[src/rtl/ifetch_queue.sv]
// ifetch_queue
// Instruction-fetch stage that sits directly after the program counter.
// It owns the fetch PC, issues in-order word reads to instruction memory,
// buffers the returned instructions in a small FIFO and hands them to decode.
// A branch redirect flushes the queue, turns every outstanding request into
// a stale one whose response gets dropped, and restarts fetch at the new PC.
//
// Optional feature macro: IFETCH_BYPASS_EN
//   Defined   - when the queue is empty, a live response with no redirect that
//               cycle is driven straight onto inst_* in the same cycle. If decode
//               is ready it is consumed and never written into the queue.
//   Undefined - every response goes through the queue, so it reaches inst_*
//               one cycle after it arrives and inst_* come only from registers
//               (apart from being forced to zero during reset).
//
// Ports
//   clk              rising-edge clock
//   rst              synchronous active-high reset
//   imem_req_valid   fetch request valid
//   imem_req_ready   memory accepts the request this cycle
//   imem_req_addr    word address of the request (the fetch PC)
//   imem_resp_valid  response valid; responses come back in request order
//   imem_resp_data   instruction word of the response
//   redirect_valid   flush and restart fetch at redirect_pc
//   redirect_pc      new fetch PC
//   inst_valid       queue head valid
//   inst_ready       decode consumes the head this cycle
//   inst_data        head instruction
//   inst_pc          address of the head instruction

module ifetch_queue #(
    parameter int                ADDR_W   = 8,
    parameter int                DATA_W   = 16,
    parameter int                DEPTH    = 4,
    parameter logic [ADDR_W-1:0] RESET_PC = '0
) (
    input  logic              clk,
    input  logic              rst,
    output logic              imem_req_valid,
    input  logic              imem_req_ready,
    output logic [ADDR_W-1:0] imem_req_addr,
    input  logic              imem_resp_valid,
    input  logic [DATA_W-1:0] imem_resp_data,
    input  logic              redirect_valid,
    input  logic [ADDR_W-1:0] redirect_pc,
    output logic              inst_valid,
    input  logic              inst_ready,
    output logic [DATA_W-1:0] inst_data,
    output logic [ADDR_W-1:0] inst_pc
);

    localparam int PW = $clog2(DEPTH);
    localparam int CW = PW + 1;
    localparam logic [CW:0] DEPTH_S = (CW+1)'(DEPTH);

    // FETCH while no stale responses are pending, DRAIN while some are.
    typedef enum logic {FETCH, DRAIN} FetchState;

    FetchState         stateQ, stateD;
    logic [ADDR_W-1:0] fetchPcQ, fetchPcD;
    logic [CW-1:0]     liveQ, liveD;
    logic [CW-1:0]     staleQ, staleD;
    logic [CW-1:0]     countQ, countD;
    logic [PW-1:0]     qHeadQ, qHeadD;
    logic [PW-1:0]     qTailQ, qTailD;
    logic [PW-1:0]     pcWrQ, pcWrD;
    logic [PW-1:0]     pcRdQ, pcRdD;

    logic [DATA_W-1:0] dataMem  [DEPTH];
    logic [ADDR_W-1:0] pcMem    [DEPTH];
    logic [ADDR_W-1:0] reqPcMem [DEPTH];

    logic              reqFire;
    logic              respStale;
    logic              respLive;
    logic              headValid;
    logic              bypassHit;
    logic              bypassTaken;
    logic              push;
    logic              pop;
    logic [ADDR_W-1:0] respPc;

    // The PC FIFO holds the address of every outstanding request, live or
    // stale, so it is popped on every response. live+stale never exceeds
    // DEPTH, so it can never overflow.
    assign respPc    = reqPcMem[pcRdQ];
    assign headValid = (countQ != '0);

    // Stop requesting when the queue could not absorb every live response,
    // or when the number of outstanding requests reaches DEPTH.
    assign imem_req_valid = !rst && !redirect_valid
                            && (({1'b0, countQ} + {1'b0, liveQ}) < DEPTH_S)
                            && (({1'b0, liveQ} + {1'b0, staleQ}) < DEPTH_S);
    assign imem_req_addr  = fetchPcQ;
    assign reqFire        = imem_req_valid && imem_req_ready;

    assign respStale = imem_resp_valid && (staleQ != '0);
    assign respLive  = imem_resp_valid && (staleQ == '0);

`ifdef IFETCH_BYPASS_EN
    assign bypassHit = !headValid && respLive && !redirect_valid;
`else
    assign bypassHit = 1'b0;
`endif

    assign bypassTaken = bypassHit && inst_ready;
    assign push        = respLive && !redirect_valid && !bypassTaken;
    assign pop         = headValid && inst_ready && !redirect_valid;

    // Decode-facing outputs: the queue head if there is one, otherwise the
    // bypassed response (only possible when the bypass is built in).
    always_comb begin
        inst_valid = 1'b0;
        inst_data  = '0;
        inst_pc    = '0;
        if (!rst) begin
            if (headValid) begin
                inst_valid = 1'b1;
                inst_data  = dataMem[qHeadQ];
                inst_pc    = pcMem[qHeadQ];
            end else if (bypassHit) begin
                inst_valid = 1'b1;
                inst_data  = imem_resp_data;
                inst_pc    = respPc;
            end
        end
    end

    // Next-state logic. A redirect wipes the queue and moves all live
    // requests into stale; a live response arriving in the redirect cycle
    // has its request already counted in live, so one is taken back off.
    always_comb begin
        fetchPcD = fetchPcQ;
        liveD    = liveQ;
        staleD   = staleQ;
        countD   = countQ;
        qHeadD   = qHeadQ;
        qTailD   = qTailQ;
        pcWrD    = pcWrQ;
        pcRdD    = pcRdQ;

        if (reqFire) begin
            fetchPcD = fetchPcQ + ADDR_W'(1);
            pcWrD    = pcWrQ + PW'(1);
        end
        if (imem_resp_valid) begin
            pcRdD = pcRdQ + PW'(1);
        end

        if (redirect_valid) begin
            fetchPcD = redirect_pc;
            liveD    = '0;
            staleD   = staleQ + liveQ - CW'(imem_resp_valid);
            countD   = '0;
            qHeadD   = '0;
            qTailD   = '0;
        end else begin
            liveD  = liveQ + CW'(reqFire) - CW'(respLive);
            staleD = staleQ - CW'(respStale);
            if (push) begin
                qTailD = qTailQ + PW'(1);
            end
            if (pop) begin
                qHeadD = qHeadQ + PW'(1);
            end
            countD = countQ + CW'(push) - CW'(pop);
        end

        stateD = (staleD != '0) ? DRAIN : FETCH;
    end

    // Control registers and the FETCH/DRAIN state.
    always_ff @(posedge clk) begin
        if (rst) begin
            stateQ   <= FETCH;
            fetchPcQ <= RESET_PC;
            liveQ    <= '0;
            staleQ   <= '0;
            countQ   <= '0;
            qHeadQ   <= '0;
            qTailQ   <= '0;
            pcWrQ    <= '0;
            pcRdQ    <= '0;
        end else begin
            stateQ   <= stateD;
            fetchPcQ <= fetchPcD;
            liveQ    <= liveD;
            staleQ   <= staleD;
            countQ   <= countD;
            qHeadQ   <= qHeadD;
            qTailQ   <= qTailD;
            pcWrQ    <= pcWrD;
            pcRdQ    <= pcRdD;
        end
    end

    // Storage arrays carry no reset; the pointers and counters decide which
    // entries are meaningful.
    always_ff @(posedge clk) begin
        if (reqFire) begin
            reqPcMem[pcWrQ] <= fetchPcQ;
        end
        if (push) begin
            dataMem[qTailQ] <= imem_resp_data;
            pcMem[qTailQ]   <= respPc;
        end
    end

    // A response with nothing outstanding is a memory protocol error.
    assert property (@(posedge clk) disable iff (rst)
        imem_resp_valid |-> ((liveQ != '0) || (staleQ != '0)));

    // The debug state must agree with the stale counter.
    assert property (@(posedge clk) disable iff (rst)
        (stateQ == DRAIN) == (staleQ != '0));

    // Counters stay within their bounds.
    assert property (@(posedge clk) disable iff (rst)
        (({1'b0, liveQ} + {1'b0, staleQ}) <= DEPTH_S) && ({1'b0, countQ} <= DEPTH_S));

endmodule

[config.mk]
export PLATFORM = sky130hd
export DESIGN_NAME = ifetch_queue
export DESIGN_NICKNAME = d
export VERILOG_FILES = /design/src/rtl/ifetch_queue.sv
export SDC_FILE = /design/constraint.sdc
export NUM_CORES = 1
export LEC_CHECK = 0
export ABC_CLOCK_PERIOD_IN_PS = 4250
export BUFFER_PORTS_ARGS = -buffer_cell sky130_fd_sc_hd__buf_2
export CELL_PAD_IN_SITES_DETAIL_PLACEMENT = 0
export CELL_PAD_IN_SITES_GLOBAL_PLACEMENT = 1
export CORE_MARGIN = 2
export CORE_UTILIZATION = 50
export CTS_CLUSTER_SIZE = 20
export DETAILED_ROUTE_END_ITERATION = 7
export PLACE_DENSITY_LB_ADDON = 0.2
export SYNTH_ARGS = -nofsm -noshare
export SYNTH_HDL_FRONTEND = slang
export SYNTH_SLANG_ARGS = --single-unit
[constraint.sdc]
create_clock -name clk -period 4.25 [get_ports clk]
set_clock_uncertainty 0.15 [all_clocks]
set_input_delay 0.85 -clock clk [delete_from_list [all_inputs] [get_ports clk]]
set_output_delay 0.85 -clock clk [all_outputs]
set_load 0.01 [all_outputs]
==> results of run 1 <==
==> power breakdown <==
group | internal (W) | leakage (nW) | switching (W) | total, W
sequential | 0.00174 | 1.40 | 0.0000454 | 0.00178
clock | 0.000907 | 0.281 | 0.000539 | 0.00145
combinational | 0.000150 | 1.00 | 0.000169 | 0.000319
==> layout make-up <==
| cell class | instances | share of cell area (%) |
|---|---|---|
| clock buffers | 25 | 6.44 |
| flip-flops and latches | 157 | 58.7 |
| repair buffers | 70 | 4.88 |
| well taps | 172 | 2.85 |
| inverters | 19 | 0.979 |
| clock inverters | 7 | 1.16 |
| multi-input cells | 183 | 25.0 |
==> cell usage in the layout, fill, tap and decap left out, types with 2 or more instances in the layout <==
master	count
or3_1	7
or2_2	2
nor2_1	15
nand2_1	6
and2_1	37
nand3b_1	6
clkbuf_16	17
a32oi_1	6
a22oi_1	2
edfxtp_1	128
a21oi_1	6
a31oi_1	5
dfxtp_1	28
xor2_1	2
fa_1	3
inv_1	18
ha_1	22
clkinv_2	4
clkbuf_8	3
nor3_1	3
clkbuf_1	5
mux4_2	32
a211oi_1	2
buf_4	7
buf_2	63
xnor2_1	10
nor2b_1	4
nand3_1	2
bufinv_16	2
==> worst max path at each step <==
stage	startpoint	endpoint	slack, ns
floorplan	redirect_valid	liveQ[2]	1.25
global route	flop	inst_pc[4]	0.80
global placement	rst	liveQ[2]	0.98
CTS	flop	inst_pc[4]	0.91
detailed placement	rst	liveQ[2]	0.91
finish	flop	inst_pc[4]	1.0
==> stage by stage <==
stage | util (%) | cells
detailed placement | 55.2 | 601
finish | 59.7 | 633
CTS | 59.7 | 633
global placement | 55.2 | 601
global route | 59.7 | 633
floorplan | - | 377
==> layer usage <==
| layer | GRT usage (%) | share of wire, % | vias up |
|---|---|---|---|
| met5 | 0 | 0 | - |
| met4 | 7.15 | 1.7 | 0 |
| met3 | 4.31 | 4.8 | 14 |
| met2 | 26.4 | 49 | 89 |
| met1 | 21.9 | 45 | 1673 |
| li1 | - | - | 1582 |
==> flip-flops by register name (all words and copies together) (netlist names), named ones only <==
signal / flops
countQ: 3
dataMem: 64
imem_req_addr: 8
liveQ: 3
pcMem: 32
pcRdQ: 2
pcWrQ: 2
qHeadQ: 2
qTailQ: 2
reqPcMem: 32
staleQ: 3
==> worst register-to-register path, stage by stage, from the launching register on <==
cell	delay [ns]
dfxtp_1	0.41
inv_1	0.12
ha_1	0.34
a22oi_1	0.25
o2111a_4	0.36
inv_4	0.11
ha_1	0.29
inv_1	0.04
ha_1	0.18
fa_1	0.38
xnor2_1	0.19
nor2_1	0.06
==> logic make-up after synthesis <==
family | after synthesis
muxes | 32
buffers and inverters | 37
AOI/OAI and AO/OA | 25
and+or+nand+nor | 89
DFF | 157
xor gates and xnor gates | 12
adders and majority gates | 25
==> results_dict.tcl, run 1 <==
set metrics [dict create \
    portBuffers 63 \
    ys_ff_latch 157 \
    synthCells 377 \
    dp_slack_ns 0.915 \
    post_cts_resized 0 \
    synthMuxAreaShare_pct 11.1 \
    final_antenna_net_count 0 \
    core_sq_mm 0.0126 \
    setup_ws_ns 0.997 \
    max_cap_viol_count 0 \
    fp.dieH_microns 118 \
    drtPass1Iterations 4 \
    status "finished, final reports clean" \
    critical-path-top-delay-family "flip-flops" \
    grt_max_degree 29 \
    gp_congestion 0.786 \
    slew_headroom_pct 37.1 \
    cts_made_buffers 17 \
    critPathLaunchType "flop" \
    path_clk_slew_ns 0.06 \
    r2r-end "liveQ[2]" \
    slowest_delay_ns 0.91 \
    dp_hpwl_microns 6880 \
    synth_async_sr_flop_share_pct 0 \
    regArea_sq_mm 0.00443 \
    synth_top_family_by_area "multiplexers" \
    endpoint_kind "output port" \
    wl_per_cell_microns 17.0 \
    rr_worst_depth 11 \
    drc 0 \
    drive_gt1_share_pct 29.5 \
    start_util_pct 51.3 \
    crit_fanout 24 \
    drt_iter0_drc 276 \
    fin_setup_tns_ns 0 \
    worstPathCellList "mux4_2 -> and2_1 -> buf_2" \
    ios 64 \
    grt_pass1_wl_microns 17600 \
    cp_slowest_cell "dfxtp_2" \
    yosys.area_share.simple_pct 8.22 \
    power.total_w 0.00355 \
    ir_worst_vdd_v 0.000284 \
    synth_compound_area_share_pct 2.96 \
    finalHoldViolCount 0 \
    worst_slew_pin_slew_ns 0.943 \
    dpl_cell_area_sq_mm 0.00697 \
    cts_buffer_depth 2 \
    die_area_sq_mm 0.0139 \
    critPathKind "reg2out" \
    synth_cell_type_count 38 \
    vias 3358 \
    fin_crit_sh_pct 76.5 \
    design_area_sq_mm 0.00754 \
    grtUsageTotal_pct 16.6 \
    worstHoldStart "pcWrQ[1]" \
    synthTopCellsByArea "edfxtp_1, mux4_2, dfxtp_1" \
    antenna_cells 0 \
    min_to "pcWrQ[1]" \
    slew_viol_final 0 \
    fp.dieW_microns 118 \
    drt-total-wl_microns 10800 \
    setup-violations-final 0 \
    core.rowCount 41 \
    yosys.area.top_type "edfxtp_1" \
    synth-main-ff-cell "edfxtp_1" \
    nets 503 \
    clk_latency_ns 0.41 \
    worst_hold_slack_ns 0.347 \
    synth.avg_cell_area_sq_um 17.2 \
    multi_input_area_sq_mm 0.00188 \
    hold_class "reg2reg" \
    rsz0062_at_grt "no" \
    whs_path_depth 2 \
    yosys-top-cells-count "edfxtp_1, and2_1, mux4_2, dfxtp_1, ha_1" \
    fillers 983 \
    synth_fa_ha_area_share_pct 5.18 \
    crit_cells 3 \
    cts_setup_buffers 0 \
    synth_xor_area_share_pct 1.62 \
    vias_per_cell 5.30 \
    cts_tree "done" \
    yosys.area.top_type_share_pct 59.4 \
    cp.required_ns 3.25 \
    synth-edff-count 128 \
    htreeDepth 4 \
    yosysWarnings 0 \
    cp_num_buf_inv 1 \
    clockRootBuffer "clkbuf_16" \
    crit_arrival_ns 2.25 \
    first_global_vias 3483 \
    timing.rr.start "liveQ[1]" \
    syn_area_sq_mm 0.00647 \
    antenna_found_initial 0 \
    fmax_mhz 307 \
    cts_hold_buf 0 \
    cts_num_sinks 157 \
    reg2reg_slack_ns 1.28 \
    grt.overflow.total 0 \
    seq_area_frac_synth_pct 68.4 \
    power_per_cell_area_mw_per_mm2 471 \
    syn_nets 432 \
    fin_crit_ns 3.25 \
    synth.most_common_cell "edfxtp_1" \
    areaGrowthSynthToFinish_pct 16.5 \
    p_leak_nw 2.68 \
]
Note: power is estimated with default switching activity, not from simulation.
==> run 2: changes to the inputs <==
--- a/config.mk
+++ b/config.mk
@@ -5,12 +5,13 @@
 export SDC_FILE = /design/constraint.sdc
 export NUM_CORES = 1
 export LEC_CHECK = 0
-export ABC_CLOCK_PERIOD_IN_PS = 4250
+export ABC_AREA = 1
+export ABC_CLOCK_PERIOD_IN_PS = 2800
 export BUFFER_PORTS_ARGS = -buffer_cell sky130_fd_sc_hd__buf_2
 export CELL_PAD_IN_SITES_DETAIL_PLACEMENT = 0
 export CELL_PAD_IN_SITES_GLOBAL_PLACEMENT = 1
 export CORE_MARGIN = 2
-export CORE_UTILIZATION = 50
+export CORE_UTILIZATION = 42
 export CTS_CLUSTER_SIZE = 20
 export DETAILED_ROUTE_END_ITERATION = 7
 export PLACE_DENSITY_LB_ADDON = 0.2
==> constraint.sdc (replaced) <==
create_clock -name clk -period 2.8 [get_ports clk]
set_clock_uncertainty 0.15 [all_clocks]
set_input_delay 0.56 -clock clk [delete_from_list [all_inputs] [get_ports clk]]
set_output_delay 0.56 -clock clk [all_outputs]
set_load 0.01 [all_outputs]
==> run 2 against run 1 <==
Cell area rose by 4.3%. Worst hold slack got worse by 0.14 ns. Sequential power rose by 51%. Sequential share of layout area fell by 2.4 points. Clock power rose by 62%. Core utilization fell by 8.4 points. Combinational power rose by 48%. Flip-flop and latch count did not move. Non-clock buffer count rose by 12. Setup slack got worse by 0.84 ns.
==> results_dict.tcl, run 2 <==
set metrics [dict create \
    status "finished, final reports clean" \
    wl_per_cell_microns 14.7 \
    synth_fa_ha_area_share_pct 5.06 \
    vias_per_cell 4.85 \
    crit_fanout 4 \
    cp.required_ns 2.95 \
    critPathLaunchType "flop" \
    critPathKind "reg2reg" \
    yosys.area_share.simple_pct 12.9 \
    synthCells 594 \
    p_leak_nw 3.03 \
    final_antenna_net_count 0 \
    path_clk_slew_ns 0.06 \
    drtPass1Iterations 5 \
    critical-path-top-delay-family "adder cells" \
    worstPathCellList "inv_1 -> ha_1 -> nand2_1 -> nand2_1 -> nand2_1 -> nand3_4 -> ha_1 -> inv_1 -> ha_1 -> fa_1 -> xor2_1 -> o21ai_0 -> a21oi_1" \
    htreeDepth 4 \
    largest_reg_flops 64 \
    cts_hold_buf 0 \
    ys_ff_latch 157 \
    largestRegisters "dataMem x64, pcMem x32, reqPcMem x32" \
    synthMuxAreaShare_pct 0 \
    grtUsageTotal_pct 16.4 \
    syn_nets 649 \
    worst_slew_pin_slew_ns 0.948 \
    vias 4341 \
    die_area_sq_mm 0.0168 \
    start_util_pct 43.3 \
    cts_buffer_depth 2 \
    gp_congestion 0.792 \
    yosys.area.top_type_share_pct 58.0 \
    areaGrowthSynthToFinish_pct 18.6 \
    fmax_mhz 379 \
    slew_viol_final 0 \
    final_util_pct 51.3 \
    synth.most_common_cell "nor2_1" \
    fin_crit_sh_pct 94.4 \
    cp_num_buf_inv 2 \
    hold_class "in2reg" \
    final_common_cell "nor2_1" \
    drt_iter0_drc 213 \
    multi_input_area_sq_mm 0.00193 \
    portBuffers 63 \
    setup-violations-final 0 \
    yosysWarnings 0 \
    max_cap_viol_count 0 \
    drc 0 \
    fin_crit_ns 2.64 \
    synth-edff-count 128 \
    grt_max_degree 49 \
    antenna_cells 0 \
    cts_num_sinks 157 \
    grt.overflow.total 0 \
    cp_slowest_cell "fa_1" \
    drive_gt1_share_pct 17.5 \
    regArea_sq_mm 0.00443 \
    first_global_vias 4130 \
    synthTopCellsByArea "edfxtp_1, dfxtp_1, nor2_1" \
    synth_async_sr_flop_share_pct 0 \
    antenna_found_initial 0 \
    clockRootBuffer "clkbuf_16" \
    endpoint_kind "flop" \
    nets 726 \
    synth_xor_area_share_pct 1.06 \
    fin_setup_tns_ns 0 \
    top_register "dataMem" \
    synth_compound_area_share_pct 9.95 \
    dp_hpwl_microns 8180 \
    seq_area_frac_synth_pct 66.8 \
    yosys.area.top_type "edfxtp_1" \
    final_cell_mix "nor2_1, edfxtp_1, o21ai_0" \
    core.rowCount 45 \
    drt-total-wl_microns 13200 \
    finalHoldViolCount 0 \
    synth_cell_type_count 28 \
    slew_headroom_pct 36.8 \
    power_per_cell_area_mw_per_mm2 700 \
    grt_pass1_wl_microns 20500 \
    fp.dieW_microns 130 \
    ir_worst_vdd_v 0.000409 \
    syn_area_sq_mm 0.00663 \
    worst_hold_slack_ns 0.208 \
    slowest_delay_ns 0.40 \
    synth-main-ff-cell "edfxtp_1" \
    placed_cells 863 \
    crit_arrival_ns 2.79 \
    ios 64 \
    yosys-top-cells-count "nor2_1, edfxtp_1, o21ai_0, inv_1, nand2_1" \
    rsz0062_at_grt "no" \
    layoutNonFillerInstCount 895 \
    cts_tree "done" \
    fillers 1383 \
    core_sq_mm 0.0153 \
    synth.avg_cell_area_sq_um 11.2 \
    clk_latency_ns 0.42 \
    cts_made_buffers 17 \
    fp.dieH_microns 130 \
    synth_top_family_by_area "simple AND/OR/NAND/NOR gates" \
]
==> run 2: changes by cell type in the layout (fill, tap and decap cells not counted), moves of 8 or more <==
cell,previous run,this run
nor2_1,15,135
o21ai_0,0,78
nand2_1,6,43
and2_1,37,1
a21oi_1,6,41
mux4_2,32,0
inv_1,18,44
nand3_1,2,15
buf_4,7,19
o22ai_1,0,8
==> run 2: cell type report <==
class | instances | share of cell area [%]
sequential | 157 | 56.3
multi-input combinational | 368 | 24.6
clock buffer | 25 | 6.05
timing repair buffer | 82 | 5.82
tap | 211 | 3.36
inverter | 45 | 2.15
clock inverter | 7 | 1.77
==> run 2: logic make-up (layout without fill, tap and decap cells) <==
kind of cell | count (synthesis) | in the layout
adder cells (fa/ha/maj) | 25 | 25
flip-flops | 157 | 157
XOR/XNOR | 8 | 8
buffers and inverters | 69 | 159
AO/OA/AOI/OAI | 129 | 129
AND/OR/NAND/NOR | 206 | 206
==> run 2: repair_timing <==
item,in CTS,in global routing
endpoints found under the setup margin,0,1
setup buffers,0,0
gates resized for setup,0,1
==> run 2: final timing paths <==
kind                                          from              to  slack, ns  cells past startpoint
worst min register to register            pcRdQ[1]        pcRdQ[1]       0.29                      1
worst max-delay path                      liveQ[1]        liveQ[2]       0.16                     13
worst max register to register            liveQ[1]        liveQ[2]       0.16                     13
worst min-delay path            imem_resp_data[10]  dataMem[1][10]       0.21                      1
==> run 2: per-layer routing <==
| metal | track usage, % | wire length (microns) | vias to the layer above |
|---|---|---|---|
| met5 | 0 | 0 | - |
| met4 | 5.76 | 165 | 0 |
| met3 | 4.29 | 508 | 13 |
| met2 | 28.8 | 6530 | 84 |
| met1 | 19.6 | 5980 | 2052 |
| li1 | - | - | 2192 |
==> run 2: power by group <==
| part | switching, W | internal, W |
|---|---|---|
| registers | 0.0000506 | 0.00263 |
| logic | 0.000297 | 0.000176 |
| clock network | 0.000816 | 0.00154 |
| total | 0.00116 | 0.00434 |
==> run 2: metrics by stage <==
| step | area (sq um) | setup WS, ns | power, W |
|---|---|---|---|
| after detailed placement | 7250 | 0.0903 | 0.00320 |
| after global routing | 7860 | 0.00255 | 0.00573 |
| final | 7860 | 0.158 | 0.00550 |
| after floorplan | 6630 | 0.0674 | 0.00303 |
| after CTS | 7860 | 0.109 | 0.00556 |
| after global placement | 7250 | 0.159 | 0.00319 |
